## src/rtl/uart_tx_packer_pkg.sv

```systemverilog
// Shared constants, FSM state type and frame builders for the UART TX frame packer.
package uart_tx_packer_pkg;

  localparam logic [7:0] ADS_HDR     = 8'hAA;
  localparam logic [7:0] MPR_HDR     = 8'hBB;
  localparam logic [7:0] ADS_REG_HDR = 8'h61;
  localparam logic [7:0] MPR_REG_HDR = 8'h6D;

  localparam int unsigned ADS_W   = 48;
  localparam int unsigned MPR_W   = 16;
  localparam int unsigned REG_W   = 17;
  localparam int unsigned FRAME_W = 56;

  typedef enum logic [1:0] {
    S_IDLE  = 2'd0,
    S_OFFER = 2'd1,
    S_ARMED = 2'd2
  } tx_state_t;

  function automatic logic [FRAME_W-1:0] ads_frame(input logic [ADS_W-1:0] d);
    return {ADS_HDR, d};
  endfunction

  // 24-bit frames repeat the header at [31:24], where the controller dispatches.
  function automatic logic [FRAME_W-1:0] mpr_frame(input logic [MPR_W-1:0] m);
    return {MPR_HDR, m, MPR_HDR, 24'h0};
  endfunction

  function automatic logic [FRAME_W-1:0] reg_frame(input logic [REG_W-1:0] r);
    logic [7:0] hdr;
    hdr = r[16] ? MPR_REG_HDR : ADS_REG_HDR;
    return {hdr, r[15:8], r[7:0], hdr, 24'h0};
  endfunction

endpackage

```

## src/rtl/uart_tx_packer_slot.sv

```systemverilog
// One pending-item holding slot: newest-wins overwrite, clear on load, optional saturating drop counter.
module uart_tx_packer_slot #(
  parameter int unsigned W      = 8,
  parameter bit          CNT_EN = 1'b0
) (
  input  logic         i_CLK,
  input  logic         i_RST,
  input  logic         wr,
  input  logic [W-1:0] wr_data,
  input  logic         clr,
  output logic         full,
  output logic [W-1:0] data,
  output logic [7:0]   drop_cnt
);

  // A write in the same cycle as the load keeps the new item and is not a drop.
  always_ff @(posedge i_CLK or posedge i_RST) begin
    if (i_RST) begin
      full     <= 1'b0;
      data     <= '0;
      drop_cnt <= '0;
    end else begin
      if (wr) begin
        data <= wr_data;
        full <= 1'b1;
      end else if (clr) begin
        full <= 1'b0;
      end
      if (CNT_EN && wr && full && !clr && (drop_cnt != '1))
        drop_cnt <= drop_cnt + 8'd1;
    end
  end

endmodule

```

## src/rtl/uart_tx_packer.sv

```systemverilog
// Frame builder ahead of the UART controller TX path: three slots, fixed-priority arbitration, valid/ready offer FSM.
module uart_tx_packer
  import uart_tx_packer_pkg::*;
(
  input  logic         i_CLK,
  input  logic         i_RST,
  input  logic [47:0]  i_ADS_DATA,
  input  logic         i_ADS_DATA_VALID,
  input  logic [15:0]  i_MPR_DATA,
  input  logic         i_MPR_DATA_VALID,
  input  logic [7:0]   i_REG_ADDR,
  input  logic [7:0]   i_REG_DATA,
  input  logic         i_REG_SRC,
  input  logic         i_REG_DATA_VALID,
  output logic [55:0]  o_UART_DATA_TX,
  output logic         o_UART_DATA_TX_VALID,
  input  logic         i_UART_DATA_TX_READY,
  output logic [7:0]   o_ADS_DROP_CNT,
  output logic [7:0]   o_MPR_DROP_CNT,
  output logic         o_BUSY
);

  tx_state_t state, state_nxt;

  logic             reg_full, ads_full, mpr_full;
  logic             reg_clr, ads_clr, mpr_clr;
  logic [REG_W-1:0] reg_q;
  logic [ADS_W-1:0] ads_q;
  logic [MPR_W-1:0] mpr_q;
  logic [7:0]       reg_drop_unused;
  logic [FRAME_W-1:0] frame_nxt;
  logic             load;

  uart_tx_packer_slot #(.W(REG_W), .CNT_EN(1'b0)) u_reg_slot (
    .i_CLK(i_CLK), .i_RST(i_RST),
    .wr(i_REG_DATA_VALID), .wr_data({i_REG_SRC, i_REG_ADDR, i_REG_DATA}),
    .clr(reg_clr), .full(reg_full), .data(reg_q), .drop_cnt(reg_drop_unused)
  );

  uart_tx_packer_slot #(.W(ADS_W), .CNT_EN(1'b1)) u_ads_slot (
    .i_CLK(i_CLK), .i_RST(i_RST),
    .wr(i_ADS_DATA_VALID), .wr_data(i_ADS_DATA),
    .clr(ads_clr), .full(ads_full), .data(ads_q), .drop_cnt(o_ADS_DROP_CNT)
  );

  uart_tx_packer_slot #(.W(MPR_W), .CNT_EN(1'b1)) u_mpr_slot (
    .i_CLK(i_CLK), .i_RST(i_RST),
    .wr(i_MPR_DATA_VALID), .wr_data(i_MPR_DATA),
    .clr(mpr_clr), .full(mpr_full), .data(mpr_q), .drop_cnt(o_MPR_DROP_CNT)
  );

  always_ff @(posedge i_CLK or posedge i_RST) begin
    if (i_RST) state <= S_IDLE;
    else       state <= state_nxt;
  end

  always_comb begin
    state_nxt = state;
    case (state)
      S_IDLE:  if (reg_full || ads_full || mpr_full) state_nxt = S_OFFER;
      S_OFFER: if (i_UART_DATA_TX_READY)             state_nxt = S_ARMED;
      S_ARMED: if (!i_UART_DATA_TX_READY)            state_nxt = S_IDLE;
      default: state_nxt = S_IDLE;
    endcase
  end

  // Fixed priority REG > ADS > MPR; only the winning slot is cleared on load.
  always_comb begin
    reg_clr   = 1'b0;
    ads_clr   = 1'b0;
    mpr_clr   = 1'b0;
    frame_nxt = '0;
    load      = 1'b0;
    o_UART_DATA_TX_VALID = (state != S_IDLE);
    if (state == S_IDLE) begin
      if (reg_full) begin
        reg_clr   = 1'b1;
        load      = 1'b1;
        frame_nxt = reg_frame(reg_q);
      end else if (ads_full) begin
        ads_clr   = 1'b1;
        load      = 1'b1;
        frame_nxt = ads_frame(ads_q);
      end else if (mpr_full) begin
        mpr_clr   = 1'b1;
        load      = 1'b1;
        frame_nxt = mpr_frame(mpr_q);
      end
    end
  end

  always_ff @(posedge i_CLK or posedge i_RST) begin
    if (i_RST)     o_UART_DATA_TX <= '0;
    else if (load) o_UART_DATA_TX <= frame_nxt;
  end

  assign o_BUSY = reg_full || ads_full || mpr_full || (state != S_IDLE);

endmodule

```

## config.mk

```make
export PLATFORM = sky130hd
export DESIGN_NAME = uart_tx_packer
export DESIGN_NICKNAME = d
export VERILOG_FILES = /design/src/rtl/uart_tx_packer_pkg.sv /design/src/rtl/uart_tx_packer_slot.sv /design/src/rtl/uart_tx_packer.sv
export SDC_FILE = /design/constraint.sdc
export NUM_CORES = 1
export LEC_CHECK = 0
export CORE_MARGIN = 1.5
export CORE_UTILIZATION = 53
export CTS_CLUSTER_DIAMETER = 40
export CTS_CLUSTER_SIZE = 40
export DETAILED_ROUTE_END_ITERATION = 12
export PLACE_DENSITY = 0.85
export SLEW_MARGIN = 20
export SYNTH_ARGS = -nofsm -noshare
export SYNTH_HDL_FRONTEND = slang
export SYNTH_SLANG_ARGS = --single-unit
```

## constraint.sdc

```tcl
create_clock -name i_CLK -period 19.2 [get_ports i_CLK]
set_input_delay 5.76 -clock i_CLK [delete_from_list [all_inputs] [get_ports i_CLK]]
set_output_delay 5.76 -clock i_CLK [all_outputs]
set_load 0.02 [all_outputs]
```

# Word level (Yosys, flattened, before mapping)

Index checks and enable logic that the tools add are counted.

Register bits: 158

Eq/ne operators: 7
Reduce and logical (&&, ||, !) cells: 17
Add/sub/neg operators: 2
Muxes and demuxes: 27

Operators by type and width:

| kind                                                             | number |
|---|---|
| 56-bit 2-to-1 mux                                                | 4 |
| 1-bit 2-to-1 mux                                                 | 18 |
| 8-bit by 1-bit adder with 8-bit output (second input constant)   | 2 |
| 8-bit != test (second input constant)                            | 2 |
| 2-bit nonzero test                                               | 4 |
| 1-bit logical AND                                                | 6 |
| 2-bit 2-to-1 mux                                                 | 3 |
| 2-bit case mux with 3 select lines                               | 1 |
| 4-bit 2-to-1 mux                                                 | 1 |
| 2-bit != test (second input constant)                            | 2 |
| 1-bit logical OR                                                 | 3 |
| 3-bit AND reduction                                              | 1 |
| 2-bit by 1-bit == test with 1-bit output (second input constant) | 1 |
| 2-bit == test (second input constant)                            | 1 |
| 1-bit logical NOT                                                | 2 |
| 2-bit logical NOT                                                | 1 |
| 2-bit by 1-bit != test with 1-bit output (second input constant) | 1 |

# Longest topological paths before layout

Gate-level depths: netlist of run 1.

Word-level depth: 7
Gate-level depth with buffers: 6

# Cells and area by module

A second synthesis of run 1 with hierarchy kept.

Cell total of the unflattened synthesis: 477
Area total of the unflattened synthesis: 6560.0 µm²

By module, submodules not included:

| module                            | cells each | instances | sequential area each (µm²) | area an instance (µm²) |
|---|---|---|---|---|
| uart_tx_packer                    | 215        | 1         | 1426.4                     | 2538.7 |
| uart_tx_packer_slot at u_ads_slot | 140        | 1         | 1426.4                     | 2194.6 |
| uart_tx_packer_slot at u_mpr_slot | 73         | 1         | 625.6                      | 1039.7 |
| uart_tx_packer_slot at u_reg_slot | 49         | 1         | 450.4                      | 787.0 |

# Least setup slack after synthesis of run 1

Ideal clock, no wire load.

Kind: input port to flip-flop
Start point: input port i_MPR_DATA_VALID
End point: register u_mpr_slot.drop_cnt[7]
Path slack: 12273 ps
Setup time: 125 ps
Stages: 4
Path buffers: 1
Arrival time: 6802 ps
Cell sequence: clkbuf_1 -> nand3_4 -> nor3_1 -> mux2_4

Word-level cells in the longest chain between the ends: 3

Ends and longest elaborated chain:

| what                            | RTL line                  | source |
|---|---|---|
| from (decl)                     | uart_tx_packer.sv:10      | `input logic i_MPR_DATA_VALID,` |
| 1-bit logical AND (3 in series) | uart_tx_packer_slot.sv:29 | `if (CNT_EN && wr && full && !clr && (drop_cnt != '1))` |
| to (signal assigned)            | uart_tx_packer_slot.sv:30 | `drop_cnt <= drop_cnt + 8'd1;` |
| to (decl)                       | uart_tx_packer_slot.sv:13 | `output logic [7:0] drop_cnt` |

Every way passes these cells.
A chain may end at the register's enable or synchronous reset.

# Worst setup path in the final report of run 1

Start point: register u_mpr_slot.full
End point: output port o_BUSY

Word-level cells in the longest chain between the ends: 2

Ends and longest elaborated chain:

| what                           | RTL line                  | source |
|---|---|---|
| from (decl)                    | uart_tx_packer_slot.sv:11 | `output logic full,` |
| from (signal assigned)         | uart_tx_packer_slot.sv:19 | `full <= 1'b0;` |
| from (signal assigned)         | uart_tx_packer_slot.sv:25 | `full <= 1'b1;` |
| from (signal assigned)         | uart_tx_packer_slot.sv:27 | `full <= 1'b0;` |
| 1-bit logical OR (2 in series) | uart_tx_packer.sv:97      | `assign o_BUSY = reg_full \|\| ads_full \|\| mpr_full \|\| (state != S_IDLE);` |
| to (decl)                      | uart_tx_packer.sv:20      | `output logic o_BUSY` |

Every way passes these cells.

==> results of run 1 <==
## cells in the final DEF (no fill, tap or decap), drive strengths merged, types with 2 or more instances in the layout
master | synthesis | routed
a22o | 25 | 25
mux2i | 18 | 18
nor3 | 6 | 6
a21o | 2 | 2
ha | 2 | 2
nor2 | 16 | 16
clkbuf | 15 | 19
xor2 | 4 | 4
a21oi | 9 | 9
o22a | 3 | 3
nand2b | 4 | 4
o21a | 2 | 2
xnor2 | 4 | 4
nand3 | 7 | 7
mux2 | 86 | 86
clkinvlp | 0 | 4
o21ai | 37 | 37
buf | 17 | 6
clkdlybuf4s50 | 0 | 159
clkinv | 0 | 3
and3 | 3 | 3
o21bai | 4 | 4
inv | 5 | 7
bufinv | 0 | 4
nand2 | 63 | 63
dfrtp | 157 | 157
nand4 | 3 | 3
o32a | 2 | 2
## sequential cells by signal, summed over array words and instances, names as in the netlist
register / cells
o_UART_DATA_TX: 55
u_ads_slot.data: 48
u_reg_slot.data: 17
u_mpr_slot.data: 16
u_ads_slot.drop_cnt: 8
u_mpr_slot.drop_cnt: 8
state: 2
u_ads_slot.full: 1
u_mpr_slot.full: 1
u_reg_slot.full: 1
## per-layer routing
| metal | track usage | wire length (um) | vias to the layer above |
|---|---|---|---|
| li1 | - | - | 2090 |
| met1 | 0.304 | 6020 | 2315 |
| met2 | 0.424 | 7790 | 150 |
| met3 | 0.0471 | 638 | 18 |
| met4 | 0.0775 | 272 | 0 |
| met5 | 0 | 0 | - |
## worst max-delay path: cells and delay by family (launching register included)
family	cells	cell delay, ps
buf+inv	1	620
simple gates	2	260
flops	1	1030
## worst paths after layout
path	startpoint	end	cells after the start
max in group asynchronous	i_RST	u_ads_slot.data[15]$_DFFE_PP0P_	3
min in group asynchronous	i_RST	u_ads_slot.data[18]$_DFFE_PP0P_	2
min	o_UART_DATA_TX[42]$_DFFE_PP0P_	o_UART_DATA_TX[42]$_DFFE_PP0P_	2
min reg2reg	o_UART_DATA_TX[42]$_DFFE_PP0P_	o_UART_DATA_TX[42]$_DFFE_PP0P_	2
max	u_mpr_slot.full$_DFFE_PP0P_	o_BUSY	3
max reg2reg	u_mpr_slot.full$_DFFE_PP0P_	o_UART_DATA_TX[27]$_DFFE_PP0P_	3
## power by group
part           switching [mW]  internal [mW]
registers              0.0810          0.422
logic                   0.240          0.229
clock network           0.133          0.219
total                   0.454          0.869
## per-stage QoR
step           cells  hold WS, ps  area, um2  utilization
2_1_floorplan    505          462       6450            -
3_3_place_gp     785          451       8130        0.680
3_5_place_dp     785          473       8130        0.680
4_1_cts          817          486       8760        0.732
5_1_grt          817          511       8760        0.732
6_report         817          483       8760        0.732
## logic make-up (layout without fill, tap and decap cells)
logic type,Yosys count,after routing,synth area share
AO/OA/AOI/OAI,91,91,0.0959
multiplexers,104,104,0.180
adder cells (fa/ha/maj),2,2,0.00388
XOR/XNOR,8,8,0.0109
flip-flops,157,157,0.609
AND/OR/NAND/NOR,106,106,0.0745
buffers and inverters,37,202,0.0256
## area by class of cell
cell class	count	area share
Clock inverter	13	0.0217
Tap cell	147	0.0210
Multi-Input combinational cell	311	0.270
Inverter	5	0.00271
Clock buffer	19	0.0494
Timing Repair Buffer	165	0.187
Sequential cell	157	0.449
==> impl_metrics.json, run 1 <==
{
  "status": "completed",
  "worstSetupPathType": "register to output port",
  "synth.most_common_cell": "dfrtp_1",
  "ant_nets": 0,
  "cts-buffers-inserted": 17,
  "fp.dieW_um": 113,
  "grt_usage": 0.242,
  "post-synth-top-area-cell": "dfrtp_1",
  "syn_to_final_growth_pct": 35.8,
  "clock_latency_ps": 410,
  "slowest_stage": "dfrtp_1",
  "synth.ff_latch_count": 157,
  "arrival_ps": 2330,
  "first_iter_violations": 304,
  "multi_input_area_mm2": 0.00236,
  "die_area_mm2": 0.0128,
  "crit_required_ps": 13440,
  "worstSetupStartpointType": "register",
  "grt_start_max_net_pins": 90,
  "drcViolationCount": 0,
  "grt_overflow": 0,
  "finalWirelength_mm": 14.7,
  "vdd_drop_max_v": 0.0000732,
  "cts_setup_buffers": 0,
  "p_total_mw": 1.32,
  "num-fill-cells": 807,
  "diodes": 0,
  "tns_ps": 0,
  "regArea_mm2": 0.00393,
  "h-tree-depth": 4,
  "synthTopCellsByArea": "dfrtp_1, mux2_2, nand2_1",
  "netlist_instances": 505,
  "nets": 746,
  "slew_headroom": 0.300,
  "fp-row-count": 40,
  "dp_hpwl_mm": 9.92,
  "io_buffers": 160,
  "leakage_nw": 3.85,
  "cts-root-buf": "clkbuf_16",
  "worstHoldPathType": "register to register",
  "clock_sinks": 157,
  "synth_nets": 594,
  "ios": 161,
  "end_kind": "output port",
  "grt_first_pass_wirelength_mm": 23.9,
  "grt_setup_unrepaired": "no",
  "cts_hold_buf": 0,
  "max_cap_viol_count": 0,
  "finalMaxSlewViolations": 0,
  "die_h_um": 113,
  "final_min_period_over_clock_period": 0.421,
  "drt-vias-per-instance": 5.60,
  "vias": 4573,
  "antenna_found_initial": 0,
  "worst-path-max-fanout": 26,
  "synth_ff_type": "dfrtp_1",
  "tritoncts": "done",
  "worstPathCellList": "nor2_1 -> nand2_1 -> clkdlybuf4s50_1",
  "synth-edff-count": 0,
  "fmax_ghz": 0.124,
  "tightest_slew_ps": 1050,
  "r2r_setup_slack_ps": 16980,
  "synth_area_mm2": 0.00645,
  "synth_warnings": 0,
  "preCtsSetupSlack_ps": 11370,
  "synthDominantCellAreaShare": 0.609,
  "clk_pin_slew_ps": 60,
  "finalHoldViolations": 0,
  "wl_per_cell_um": 18.0,
  "fin_ws_ps": 11110,
  "start_util": 0.539,
  "synth_async_sr_flop_share": 1.00,
  "synth.yosys.seq_area_share": 0.609,
  "grt_pass1_vias": 4722,
  "p_per_area_mw_per_mm2": 151,
  "avgSynthCellArea_um2": 12.8,
  "clock_skew_ps": 11.2,
  "place_congestion": 0.780,
  "fin_crit_ps": 8090,
  "cpPeakStageDelay_ps": 1030,
  "dr.pass1.iters": 4,
  "setup_viol": 0,
  "cts.repair.resized": 0,
  "core_area_mm2": 0.0120,
  "synthTopCellsByCount": "dfrtp_1, mux2_2, nand2_1",
  "drive_above_1_share": 0.194,
  "cts_buffer_depth": 2,
  "ys_types": 42
}
No activity file was read; power rests on OpenSTA's default activity.
==> run 2: changes to the inputs <==
CORE_UTILIZATION = 49   (was 53)
PLACE_DENSITY = 0.8   (was 0.85)
clock period = 7.9 ns   (was 19.2 ns; I/O delays follow)
==> impl_metrics.json, run 2 (synthesized netlist as in run 1, its figures left out) <==
{
  "clock_skew_ps": 5.44,
  "cts_buffer_depth": 2,
  "final_min_period_over_clock_period": 0.589,
  "slew_headroom": 0.330,
  "grt_first_pass_wirelength_mm": 24.5,
  "place_congestion": 0.802,
  "regArea_mm2": 0.00393,
  "cpPeakStageDelay_ps": 1000,
  "grt_setup_unrepaired": "no",
  "end_kind": "output port",
  "grt_overflow": 0,
  "worst-path-max-fanout": 26,
  "worstSetupPathType": "register to output port",
  "diodes": 0,
  "h-tree-depth": 4,
  "fp-row-count": 41,
  "slowest_stage": "dfrtp_1",
  "final_common_cell": "clkdlybuf4s50_1",
  "ios": 161,
  "fmax_ghz": 0.215,
  "die_h_um": 118,
  "syn_to_final_growth_pct": 36.1,
  "power.share.sequential": 0.382,
  "vias": 4579,
  "clk_pin_slew_ps": 60,
  "vdd_drop_max_v": 0.000158,
  "core_area_mm2": 0.0127,
  "nets": 746,
  "worstSetupStartpointType": "register",
  "cts_setup_buffers": 0,
  "clkPwrFrac": 0.263,
  "tightest_slew_ps": 1000,
  "ant_nets": 0,
  "leakage_nw": 3.86,
  "cts.repair.resized": 0,
  "first_iter_violations": 367,
  "multi_input_area_mm2": 0.00236,
  "hold_ws_ps": 462,
  "start_util": 0.507,
  "fin_util": 0.690,
  "path_delay_family": "flip-flops",
  "clock_sinks": 157,
  "power.share.combinational": 0.354,
  "grt_usage": 0.227,
  "clock_latency_ps": 420,
  "crit_buf_inv": 1,
  "setup_viol": 0,
  "final_cells": 839,
  "largest_reg_flops": 55,
  "tritoncts": "done",
  "die_area_mm2": 0.0139,
  "finalMaxSlewViolations": 0,
  "io_buffers": 160,
  "crit_required_ps": 5530,
  "antenna_found_initial": 0,
  "status": "completed",
  "dp_hpwl_mm": 10.2,
  "worstPathCellList": "nor2_1 -> nand2_1 -> clkdlybuf4s50_1",
  "top_register": "o_UART_DATA_TX",
  "worstHoldPathType": "register to register",
  "num-fill-cells": 926,
  "fp.dieW_um": 118,
  "cts-buffers-inserted": 17,
  "p_per_area_mw_per_mm2": 365,
  "intPower_mw": 2.13,
  "cts_hold_buf": 0,
  "cts-root-buf": "clkbuf_16",
  "drive_above_1_share": 0.192,
  "placed_cells": 810,
  "top_regs": "o_UART_DATA_TX: 55 flops, u_ads_slot.data: 48 flops, u_reg_slot.data: 17 flops",
  "final_cell_mix": "clkdlybuf4s50_1, dfrtp_1, mux2_2, nand2_1, o21ai_0",
  "tns_ps": 0,
  "drcViolationCount": 0,
  "dr.pass1.iters": 5,
  "grt_pass1_vias": 4766,
  "grt_start_max_net_pins": 86,
  "finalWirelength_mm": 14.9,
  "drt-vias-per-instance": 5.46,
  "fin_crit_ps": 4650,
  "switching_share": 0.335,
  "wl_per_cell_um": 17.8,
  "finalHoldViolations": 0,
  "arrival_ps": 2280,
  "max_cap_viol_count": 0,
  "r2r_setup_slack_ps": 5240,
  "p_switching_mw": 1.07
}
[run 2: cell count changes in the layout (fill, tap and decap cells not counted), sizes merged]
cell,before,now
clkinv,3,4
clkbuf,19,21
inv,7,5
clkinvlp,4,0
[run 2: metal layers]
layer | GRT usage | vias to the layer above | wire length (um)
met2 | 0.380 | 175 | 7580
li1 | - | 2085 | -
met1 | 0.275 | 2278 | 5990
met3 | 0.0494 | 41 | 744
met4 | 0.121 | 0 | 608
met5 | 0 | - | 0
[run 2: final cells by class]
| type | count | share of cell area |
|---|---|---|
| multi-input combinational | 311 | 0.269 |
| inverter | 5 | 0.00271 |
| timing repair buffer | 165 | 0.186 |
| sequential | 157 | 0.448 |
| clock buffer | 21 | 0.0536 |
| clock inverter | 8 | 0.0160 |
| tap | 172 | 0.0245 |
[run 2: path summary, 6_finish.rpt]
path | depth (start not counted) | startpoint | end
worst max-delay path | 3 | u_mpr_slot.full$_DFFE_PP0P_ | o_BUSY
worst min-delay path | 1 | o_UART_DATA_TX[53]$_DFFE_PP0P_ | o_UART_DATA_TX[53]$_DFFE_PP0P_
worst max register to register | 3 | u_mpr_slot.full$_DFFE_PP0P_ | o_UART_DATA_TX[27]$_DFFE_PP0P_
worst min register to register | 1 | o_UART_DATA_TX[53]$_DFFE_PP0P_ | o_UART_DATA_TX[53]$_DFFE_PP0P_
max in group asynchronous | 3 | i_RST | u_reg_slot.full$_DFFE_PP0P_
min in group asynchronous | 2 | i_RST | o_UART_DATA_TX[18]$_DFFE_PP0P_
[run 2: through the flow]
| step | cell area (um2) | setup WS, ps | power (mW) |
|---|---|---|---|
| final | 8780 | 3250 | 3.20 |
| after global routing | 8780 | 3070 | 3.36 |
| after CTS | 8780 | 3220 | 3.22 |
| after detailed placement | 8170 | 3430 | 2.37 |
| after global placement | 8170 | 3480 | 2.33 |
| after floorplan | 6450 | 1300 | 1.83 |
[run 2: power groups by stage]
stage | Clock [mW] | Sequential (mW) | Combinational [mW]
5_1_grt | 0.889 | 1.25 | 1.22
6_report | 0.842 | 1.22 | 1.13
3_5_place_dp | 0 | 1.23 | 1.14
3_3_place_gp | 0 | 1.22 | 1.11
2_1_floorplan | 0 | 1.37 | 0.459
4_1_cts | 0.855 | 1.22 | 1.15
==> run 3: changes to the inputs <==
clock period = 4.44 ns   (was 7.9 ns; I/O delays follow)
==> impl_metrics.json, run 3 (synthesized netlist as in run 1, its figures left out) <==
{
  "status": "completed",
  "final_cell_mix": "clkdlybuf4s50_1, dfrtp_1, mux2_2, nand2_1, o21ai_0",
  "final_common_cell": "clkdlybuf4s50_1",
  "grt_usage": 0.228,
  "clk_pin_slew_ps": 60,
  "wl_per_cell_um": 17.7,
  "ant_nets": 0,
  "grt_first_pass_wirelength_mm": 24.6,
  "core_area_mm2": 0.0127,
  "end_kind": "output port",
  "ios": 161,
  "fin_crit_ps": 3310,
  "fin_ws_ps": 1130,
  "clock_latency_ps": 420,
  "grt_overflow": 0,
  "r2r_start": "u_reg_slot.full$_DFFE_PP0P_",
  "worstHoldPathType": "register to register",
  "arrival_ps": 1980,
  "grt_start_max_net_pins": 158,
  "h-tree-depth": 4,
  "power.share.combinational": 0.378,
  "diodes": 0,
  "ff2ff_path_depth": 5,
  "cts-buffers-inserted": 17,
  "worst-path-max-fanout": 46,
  "top_regs": "o_UART_DATA_TX: 55 flops, u_ads_slot.data: 48 flops, u_reg_slot.data: 17 flops",
  "max_cap_viol_count": 0,
  "switching_share": 0.345,
  "first_iter_violations": 279,
  "grt_setup_unrepaired": "no",
  "p_switching_mw": 1.91,
  "leakage_nw": 3.87,
  "final_min_period_over_clock_period": 0.746,
  "vias": 4520,
  "cts.repair.resized": 0,
  "tritoncts": "done",
  "tightest_slew_ps": 907,
  "dr.pass1.iters": 4,
  "worstSetupStartpointType": "register",
  "dp_hpwl_mm": 10.2,
  "p_per_area_mw_per_mm2": 632,
  "num-fill-cells": 974,
  "tns_ps": 0,
  "syn_to_final_growth_pct": 36.1,
  "crit_buf_inv": 2,
  "fp-row-count": 41,
  "setup_viol": 0,
  "finalWirelength_mm": 15.0,
  "finalMaxSlewViolations": 0,
  "preCtsSetupSlack_ps": 1490,
  "r2r_setup_slack_ps": 2490,
  "clock_sinks": 157,
  "drive_above_1_share": 0.201,
  "drcViolationCount": 0,
  "slowest_stage": "clkdlybuf4s50_1",
  "place_congestion": 0.793,
  "holdCritStartpoint": "o_UART_DATA_TX[53]$_DFFE_PP0P_",
  "cpPeakStageDelay_ps": 600,
  "clkPwrFrac": 0.240,
  "cts-root-buf": "clkbuf_16",
  "drt-vias-per-instance": 5.33,
  "nets": 752,
  "p_total_mw": 5.54,
  "antenna_found_initial": 0,
  "die_area_mm2": 0.0139,
  "cts_buffer_depth": 2,
  "vdd_drop_max_v": 0.000406,
  "start_util": 0.507,
  "io_buffers": 160,
  "crit_required_ps": 3110,
  "worstPathCellList": "buf_4 -> nor2_1 -> nand2_1 -> clkdlybuf4s50_1",
  "intPower_mw": 3.63,
  "min_delay_path_depth": 1,
  "power.share.sequential": 0.382,
  "cts_hold_buf": 0,
  "finalHoldViolations": 0,
  "largest_reg_flops": 55,
  "cts_setup_buffers": 0,
  "hold_ws_ps": 465,
  "clock_skew_ps": 6.95,
  "fmax_ghz": 0.302,
  "grt_pass1_vias": 4906,
  "die_h_um": 118,
  "path_delay_family": "buffers and inverters",
  "worstSetupPathType": "register to output port",
  "min_to": "o_UART_DATA_TX[53]$_DFFE_PP0P_",
  "r2r_end": "u_ads_slot.drop_cnt[7]$_DFFE_PP0P_",
  "top_register": "o_UART_DATA_TX",
  "fp.dieW_um": 118,
  "slew_headroom": 0.394
}
-- run 3: cell count changes in the layout (fill, tap and decap cells not counted) --
cell	change
bufinv_16	-4
inv_6	-1
clkinvlp_4	+1
clkbuf_8	+3
buf_12	+1
buf_4	+5
clkbuf_1	+1
clkinv_2	+3
-- run 3: cell type report --
type	count	area, um2	share of cell area
inverters	5	22.5	0.00257
flip-flops and latches	157	3930	0.448
well taps	172	215	0.0245
repair buffers	171	1690	0.193
clock inverters	7	35.0	0.00399
clock buffers	25	515	0.0588
multi-input cells	311	2360	0.269
-- run 3: routing by layer --
metal / vias up / part of all wire / GRT usage
met5: - / 0 / 0
met4: 0 / 0.028 / 0.101
li1: 2096 / - / -
met3: 29 / 0.051 / 0.0567
met2: 137 / 0.51 / 0.389
met1: 2258 / 0.41 / 0.273
-- run 3: through the flow --
step                 util  instances  cell area (um2)
floorplan               -        505             6450
CTS                 0.690        848             8770
finish              0.690        848             8770
global placement    0.646        816             8220
global route        0.690        848             8770
detailed placement  0.646        816             8220
-- run 3: how the worst max path moves through the flow --
| stage | startpoint | to | cells after the start |
|---|---|---|---|
| after global placement | i_REG_DATA_VALID | u_reg_slot.data[3]$_DFFE_PP0P_ | 2 |
| final | u_ads_slot.full$_DFFE_PP0P_ | o_BUSY | 4 |
| after CTS | u_ads_slot.full$_DFFE_PP0P_ | o_BUSY | 4 |
| after detailed placement | i_REG_DATA_VALID | u_reg_slot.data[6]$_DFFE_PP0P_ | 2 |
| after global routing | u_ads_slot.full$_DFFE_PP0P_ | o_BUSY | 4 |
| after floorplan | i_RST | o_UART_DATA_TX[0]$_DFFE_PP0P_ | 1 |
-- run 3: power groups by stage --
stage	sequential [mW]	combinational, mW	clock, mW
after floorplan	2.44	0.817	0
after global placement	2.11	2.05	0
after detailed placement	2.13	2.10	0
after CTS	2.12	2.11	1.35
after global routing	2.17	2.24	1.43
final	2.12	2.10	1.33
